<file path="src/rtl/fft_pkg.sv">
// Shared FFT definitions: default sizes and the bit-reversal helper used by
// the kernel stages and the output reorder stage.
package fft_pkg;

  localparam int unsigned FFT_N_DEF    = 8;
  localparam int unsigned FFT_DW_DEF   = 16;
  localparam int unsigned FFT_LOGN_DEF = $clog2(FFT_N_DEF);

  // Reverse the low 'bits' bits of p.
  function automatic int unsigned bitrev(input int unsigned p, input int unsigned bits);
    int unsigned r;
    r = 0;
    for (int unsigned i = 0; i < bits; i++) begin
      r = (r << 1) | ((p >> i) & 32'd1);
    end
    return r;
  endfunction

endpackage

</file>
<file path="src/rtl/fft_pingpong_ram.sv">
// Two-bank frame buffer: a dual write port into one bank per cycle and an
// asynchronous read port, so the writer and reader can work on different banks.
module fft_pingpong_ram
  import fft_pkg::*;
#(
  parameter int unsigned N = FFT_N_DEF,
  parameter int unsigned W = 2 * FFT_DW_DEF
) (
  input  logic                 clk_i,
  input  logic                 i_wr_en,
  input  logic                 i_wr_bank,
  input  logic [$clog2(N)-1:0] i_wr_addr0,
  input  logic [W-1:0]         i_wr_data0,
  input  logic [$clog2(N)-1:0] i_wr_addr1,
  input  logic [W-1:0]         i_wr_data1,
  input  logic                 i_rd_bank,
  input  logic [$clog2(N)-1:0] i_rd_addr,
  output logic [W-1:0]         o_rd_data
);

  logic [W-1:0] r_mem [2][N];

  always_ff @(posedge clk_i) begin
    if (i_wr_en) begin
      r_mem[i_wr_bank][i_wr_addr0] <= i_wr_data0;
      r_mem[i_wr_bank][i_wr_addr1] <= i_wr_data1;
    end
  end

  assign o_rd_data = r_mem[i_rd_bank][i_rd_addr];

endmodule

</file>
<file path="src/rtl/fft_bitrev_reorder.sv">
// FFT output stage: collects a bit-reversed frame (two samples per beat) into a
// ping-pong buffer and streams it out in natural bin order, one sample per beat.
module fft_bitrev_reorder
  import fft_pkg::*;
#(
  parameter int unsigned N  = FFT_N_DEF,
  parameter int unsigned DW = FFT_DW_DEF
) (
  input  logic                 clk_i,
  input  logic                 rstn_i,
  input  logic                 in_valid_i,
  output logic                 in_ready_o,
  input  logic [DW-1:0]        X1_real_i,
  input  logic [DW-1:0]        X1_imag_i,
  input  logic [DW-1:0]        X2_real_i,
  input  logic [DW-1:0]        X2_imag_i,
  output logic                 out_valid_o,
  input  logic                 out_ready_i,
  output logic [DW-1:0]        out_real_o,
  output logic [DW-1:0]        out_imag_o,
  output logic [$clog2(N)-1:0] out_index_o,
  output logic                 out_last_o
);

  localparam int unsigned LOGN = $clog2(N);
  localparam int unsigned CW   = LOGN - 1;
  localparam logic [LOGN-1:0] LAST_BIN = LOGN'(N - 1);

  logic [CW-1:0]   r_wr_cnt;
  logic [LOGN-1:0] r_rd_cnt;
  logic            r_wr_sel;
  logic            r_rd_sel;
  logic [1:0]      r_bank_full;
  logic            r_out_valid;
  logic [DW-1:0]   r_out_real;
  logic [DW-1:0]   r_out_imag;
  logic [LOGN-1:0] r_out_index;
  logic            r_out_last;

  logic            w_in_ready;
  logic            w_in_fire;
  logic            w_wr_last;
  logic            w_load;
  logic            w_rd_last;
  logic [LOGN-1:0] w_wr_addr0;
  logic [LOGN-1:0] w_wr_addr1;
  logic [2*DW-1:0] w_rd_data;
  logic [1:0]      w_bank_full_nxt;

  assign w_in_ready = !r_bank_full[r_wr_sel];
  assign w_in_fire  = in_valid_i && w_in_ready;
  assign w_wr_last  = (r_wr_cnt == '1);
  // Stream positions 2k and 2k+1 land at their bit-reversed bin addresses.
  assign w_wr_addr0 = LOGN'(bitrev(32'({r_wr_cnt, 1'b0}), LOGN));
  assign w_wr_addr1 = LOGN'(bitrev(32'({r_wr_cnt, 1'b1}), LOGN));
  assign w_load     = r_bank_full[r_rd_sel] && (!r_out_valid || out_ready_i);
  assign w_rd_last  = (r_rd_cnt == LAST_BIN);

  fft_pingpong_ram #(
    .N (N),
    .W (2 * DW)
  ) u_ram (
    .clk_i      (clk_i),
    .i_wr_en    (w_in_fire),
    .i_wr_bank  (r_wr_sel),
    .i_wr_addr0 (w_wr_addr0),
    .i_wr_data0 ({X1_real_i, X1_imag_i}),
    .i_wr_addr1 (w_wr_addr1),
    .i_wr_data1 ({X2_real_i, X2_imag_i}),
    .i_rd_bank  (r_rd_sel),
    .i_rd_addr  (r_rd_cnt),
    .o_rd_data  (w_rd_data)
  );

  // Writer and reader only ever touch different banks here, so both updates apply.
  always_comb begin
    w_bank_full_nxt = r_bank_full;
    if (w_in_fire && w_wr_last) w_bank_full_nxt[r_wr_sel] = 1'b1;
    if (w_load && w_rd_last)    w_bank_full_nxt[r_rd_sel] = 1'b0;
  end

  always_ff @(posedge clk_i or negedge rstn_i) begin
    if (!rstn_i) begin
      r_wr_cnt    <= '0;
      r_rd_cnt    <= '0;
      r_wr_sel    <= 1'b0;
      r_rd_sel    <= 1'b0;
      r_bank_full <= '0;
      r_out_valid <= 1'b0;
      r_out_real  <= '0;
      r_out_imag  <= '0;
      r_out_index <= '0;
      r_out_last  <= 1'b0;
    end else begin
      r_bank_full <= w_bank_full_nxt;
      if (w_in_fire) begin
        r_wr_cnt <= r_wr_cnt + CW'(1);
        if (w_wr_last) r_wr_sel <= !r_wr_sel;
      end
      if (w_load) begin
        r_out_valid <= 1'b1;
        r_out_real  <= w_rd_data[2*DW-1:DW];
        r_out_imag  <= w_rd_data[DW-1:0];
        r_out_index <= r_rd_cnt;
        r_out_last  <= w_rd_last;
        r_rd_cnt    <= r_rd_cnt + LOGN'(1);
        if (w_rd_last) r_rd_sel <= !r_rd_sel;
      end else if (r_out_valid && out_ready_i) begin
        r_out_valid <= 1'b0;
      end
    end
  end

  assign in_ready_o  = w_in_ready;
  assign out_valid_o = r_out_valid;
  assign out_real_o  = r_out_real;
  assign out_imag_o  = r_out_imag;
  assign out_index_o = r_out_index;
  assign out_last_o  = r_out_last;

endmodule

</file>
<file path="config.mk">
export PLATFORM = sky130hd
export DESIGN_NAME = fft_bitrev_reorder
export DESIGN_NICKNAME = d
export VERILOG_FILES = /design/src/rtl/fft_pkg.sv /design/src/rtl/fft_pingpong_ram.sv /design/src/rtl/fft_bitrev_reorder.sv
export SDC_FILE = /design/constraint.sdc
export NUM_CORES = 1
export LEC_CHECK = 0
export CORE_ASPECT_RATIO = 1.25
export CORE_MARGIN = 2
export CORE_UTILIZATION = 40
export DETAILED_ROUTE_END_ITERATION = 6
export PLACE_DENSITY = 0.6
export SETUP_SLACK_MARGIN = 0.2
export SYNTH_ARGS = -nofsm -noshare
export SYNTH_HDL_FRONTEND = slang
export SYNTH_SLANG_ARGS = --single-unit
</file>
<file path="constraint.sdc">
create_clock -name clk_i -period 4.2 [get_ports clk_i]
set_clock_uncertainty 0.1 [all_clocks]
set_input_delay 0.63 -clock clk_i [delete_from_list [all_inputs] [get_ports clk_i]]
set_output_delay 0.63 -clock clk_i [all_outputs]
set_load 0.1 [all_outputs]
</file>
==> results.cfg <==
[cts]
insertion_delay_ps = 600
cts_sinks = 558
postCtsSetupBuffers = 0
cts_max_path_buffers = 3
cts_resized = 0
cts_inserted_buffers = 52
postCtsHoldBufs = 0
clkSlewWorstSetupHoldPaths_ps = 70
cts_tree = yes
clockRootBuffer = clkbuf_16
htree_levels = 2

[outcome]
status = finished clean

[synthesis]
ys_seq_area_share_pct = 71.8
syn_avg_cell_area_sq_um = 21.6
synth-seq-cells = 558
yosysUniqueCellTypes = 33
synthCells = 1065
netlist_area_sq_um = 23000
syn-num-nets = 1139
yosysWarnings = 0

[drt]
first_iter_violations = 877
vias = 10982
first_pass_iters = 7
postRouteAntennaNets = 0
via_per_inst = 5.52
route.detailed.drc = 0
wl_microns = 52300
wire_per_inst_microns = 26.3

[worst_setup_path]
max_stage_delay_ps = 780
critPathCapture = u_ram.r_mem[0][251]$_DFFE_PP_
worst_ep_required_time_ps = 4330
reg2reg_depth = 5
startpoint_type = flip-flop
critical_path_peak_fanout = 34
reg2reg_to = u_ram.r_mem[0][251]$_DFFE_PP_
crit_path_end_kind = flip-flop
rrSetupSlack_ps = 1050
r2r_start = r_wr_sel$_DFFE_PN0N_
arrival_ps = 3280
crit_start = r_wr_sel$_DFFE_PN0N_
cp_slowest_cell = dfrtp_1
crit_chain = mux2i_4 -> and2_1 -> nand2_4 -> nor2_4 -> buf_4
critPathKind = reg -> reg

[die]
die-area_sq_um = 59400
core_sq_um = 57000
start_util_pct = 40.3
pin_count = 106
dieWidth_microns = 218
die_height_microns = 272
rows = 98

[finish]
diodes = 0
final_common_cell = edfxtp_1
area_growth_pct = 16.0
final_cells = 1991
fillCellCount = 4670
nNetsFinal = 1272
layout_common_cells = 512 x edfxtp_1, 121 x mux4_2, 103 x clkdlybuf4s50_1, 87 x mux2_4, 64 x mux2_2
drive_above_1_share_pct = 33.1

[global_routing]
grt_pass1_wl_microns = 78200
grt_max_degree = 56
grt_pass1_vias = 11713
track_usage_pct = 18.0
overflow = 0
antenna_found_initial = 1

[pwr]
p_total_mw = 18.5
leakagePower_nw = 8.93
ir_worst_vdd_mv = 0.596
powerDensity_nw_per_um2 = 695

[timing]
setup_viol = 0
max_slew_margin_pct = 32.0
clock.fmax_mhz = 317
fin_crit_ps = 3150
tightest_slew_ps = 1020
fin_crit_sh_pct = 75.1
rsz0062_at_grt = no
drv_slew = 0
finalHoldViolCount = 0

[job]
max_cap_viol_count = 0

[placed_design]
dp.cells = 1894
gp_congestion = 0.741
portBuffers = 105
dpl.hpwl_microns = 31100

[worst_hold_path]
hold_path_class = in -> async
==> critical path: cells and delay by family (launching register included) <==
family                 cells  cell delay (ps)
flip-flops                 1              780
buffers and inverters      1              470
multiplexers               1              380
AND/OR/NAND/NOR            3             1010
==> synthesized netlist by cell type <==
cell        n  share of area (%)
buf_6      21                1.0
o22ai_1    46                1.3
nor2_1      5              0.082
inv_1       3              0.049
a21oi_1    23               0.50
mux4_2    121                 12
nand2b_1    1              0.027
or2_2       2              0.054
o22a_1      2              0.076
dfrtp_1    46                5.0
ha_1        6               0.33
nor2b_1     1              0.027
mux4_1      7               0.80
nand2_1    30               0.49
o21ai_0     1              0.022
mux2_4     87                5.7
buf_4       5               0.16
xnor2_1     4               0.15
nor4_4      1              0.092
mux2_2     64                3.1
a22oi_1     9               0.29
and3_1      4               0.11
and2_1      1              0.027
o211ai_1    9               0.29
nor4b_4     1               0.10
edfxtp_1  512                 67
mux2i_4     2               0.20
buf_2      23               0.50
clkbuf_1   13               0.21
nand3_1     2              0.044
clkbuf_4    1              0.033
mux2i_1     9               0.39
nand2_4     3               0.15
==> layer usage <==
layer,track usage [%],vias up,wire [microns]
met5,0,-,0
met4,4.58,0,1010
met3,2.56,71,2400
met2,29.7,310,26200
met1,25.2,5883,22700
li1,-,4718,-
==> final cells by class <==
| cell class | count | area [sq um] | share of cell area (%) |
|---|---|---|---|
| flip-flops and latches | 558 | 16500 | 62.0 |
| clock buffers | 70 | 1420 | 5.32 |
| multi-input cells | 441 | 6080 | 22.8 |
| repair buffers | 142 | 1420 | 5.33 |
| well taps | 750 | 938 | 3.52 |
| clock inverters | 27 | 272 | 1.02 |
| inverters | 3 | 11.3 | 0.0422 |
==> flip-flops by register name (all words and copies together), names as in the netlist <==
| signal | count |
|---|---|
| out_index_o | 3 |
| u_ram.r_mem | 512 |
| out_last_o | 1 |
| r_rd_sel | 1 |
| r_rd_cnt | 3 |
| out_valid_o | 1 |
| r_wr_cnt | 2 |
| out_real_o | 16 |
| r_bank_full | 2 |
| r_wr_sel | 1 |
| out_imag_o | 16 |
==> power by group <==
group	internal, mW	switching (mW)
Combinational	2.55	3.67
Sequential	6.97	0.640
Clock	2.69	2.03
Total	12.2	6.34
==> worst min path at each step <==
stage / startpoint / to / slack, ps
2_1_floorplan: rstn_i / out_imag_o[0]$_DFFE_PN0P_ / 230
3_3_place_gp: out_index_o[2]$_DFFE_PN0P_ / out_index_o[2]$_DFFE_PN0P_ / 360
3_5_place_dp: out_index_o[2]$_DFFE_PN0P_ / out_index_o[2]$_DFFE_PN0P_ / 370
4_1_cts: rstn_i / out_imag_o[13]$_DFFE_PN0P_ / 120
5_1_grt: rstn_i / r_rd_cnt[2]$_DFFE_PN0P_ / 160
6_report: rstn_i / out_imag_o[13]$_DFFE_PN0P_ / 100
==> cells by family after synthesis <==
family	Yosys count	share of synthesized area [%]
adder cells (fa/ha/maj)	6	0.326
buffers and inverters	66	1.99
AND/OR/NAND/NOR	51	1.20
AO/OA/AOI/OAI	90	2.44
XOR/XNOR	4	0.152
multiplexers	290	22.0
flip-flops	558	71.8
==> metrics by stage <==
| step | setup TNS [ps] | hold slack [ps] | util, % | worst slack [ps] | cell area [sq um] |
|---|---|---|---|---|---|
| 6_report | 0 | 105 | 46.8 | 1050 | 26700 |
| 5_1_grt | 0 | 160 | 46.8 | 865 | 26700 |
| 4_1_cts | 0 | 122 | 46.8 | 1050 | 26700 |
| 3_5_place_dp | 0 | 368 | 43.8 | 958 | 25000 |
| 3_3_place_gp | 0 | 361 | 43.8 | 981 | 25000 |
| 2_1_floorplan | -207180 | 234 | - | -856 | 23000 |
Power figures use the tool's default switching activity.
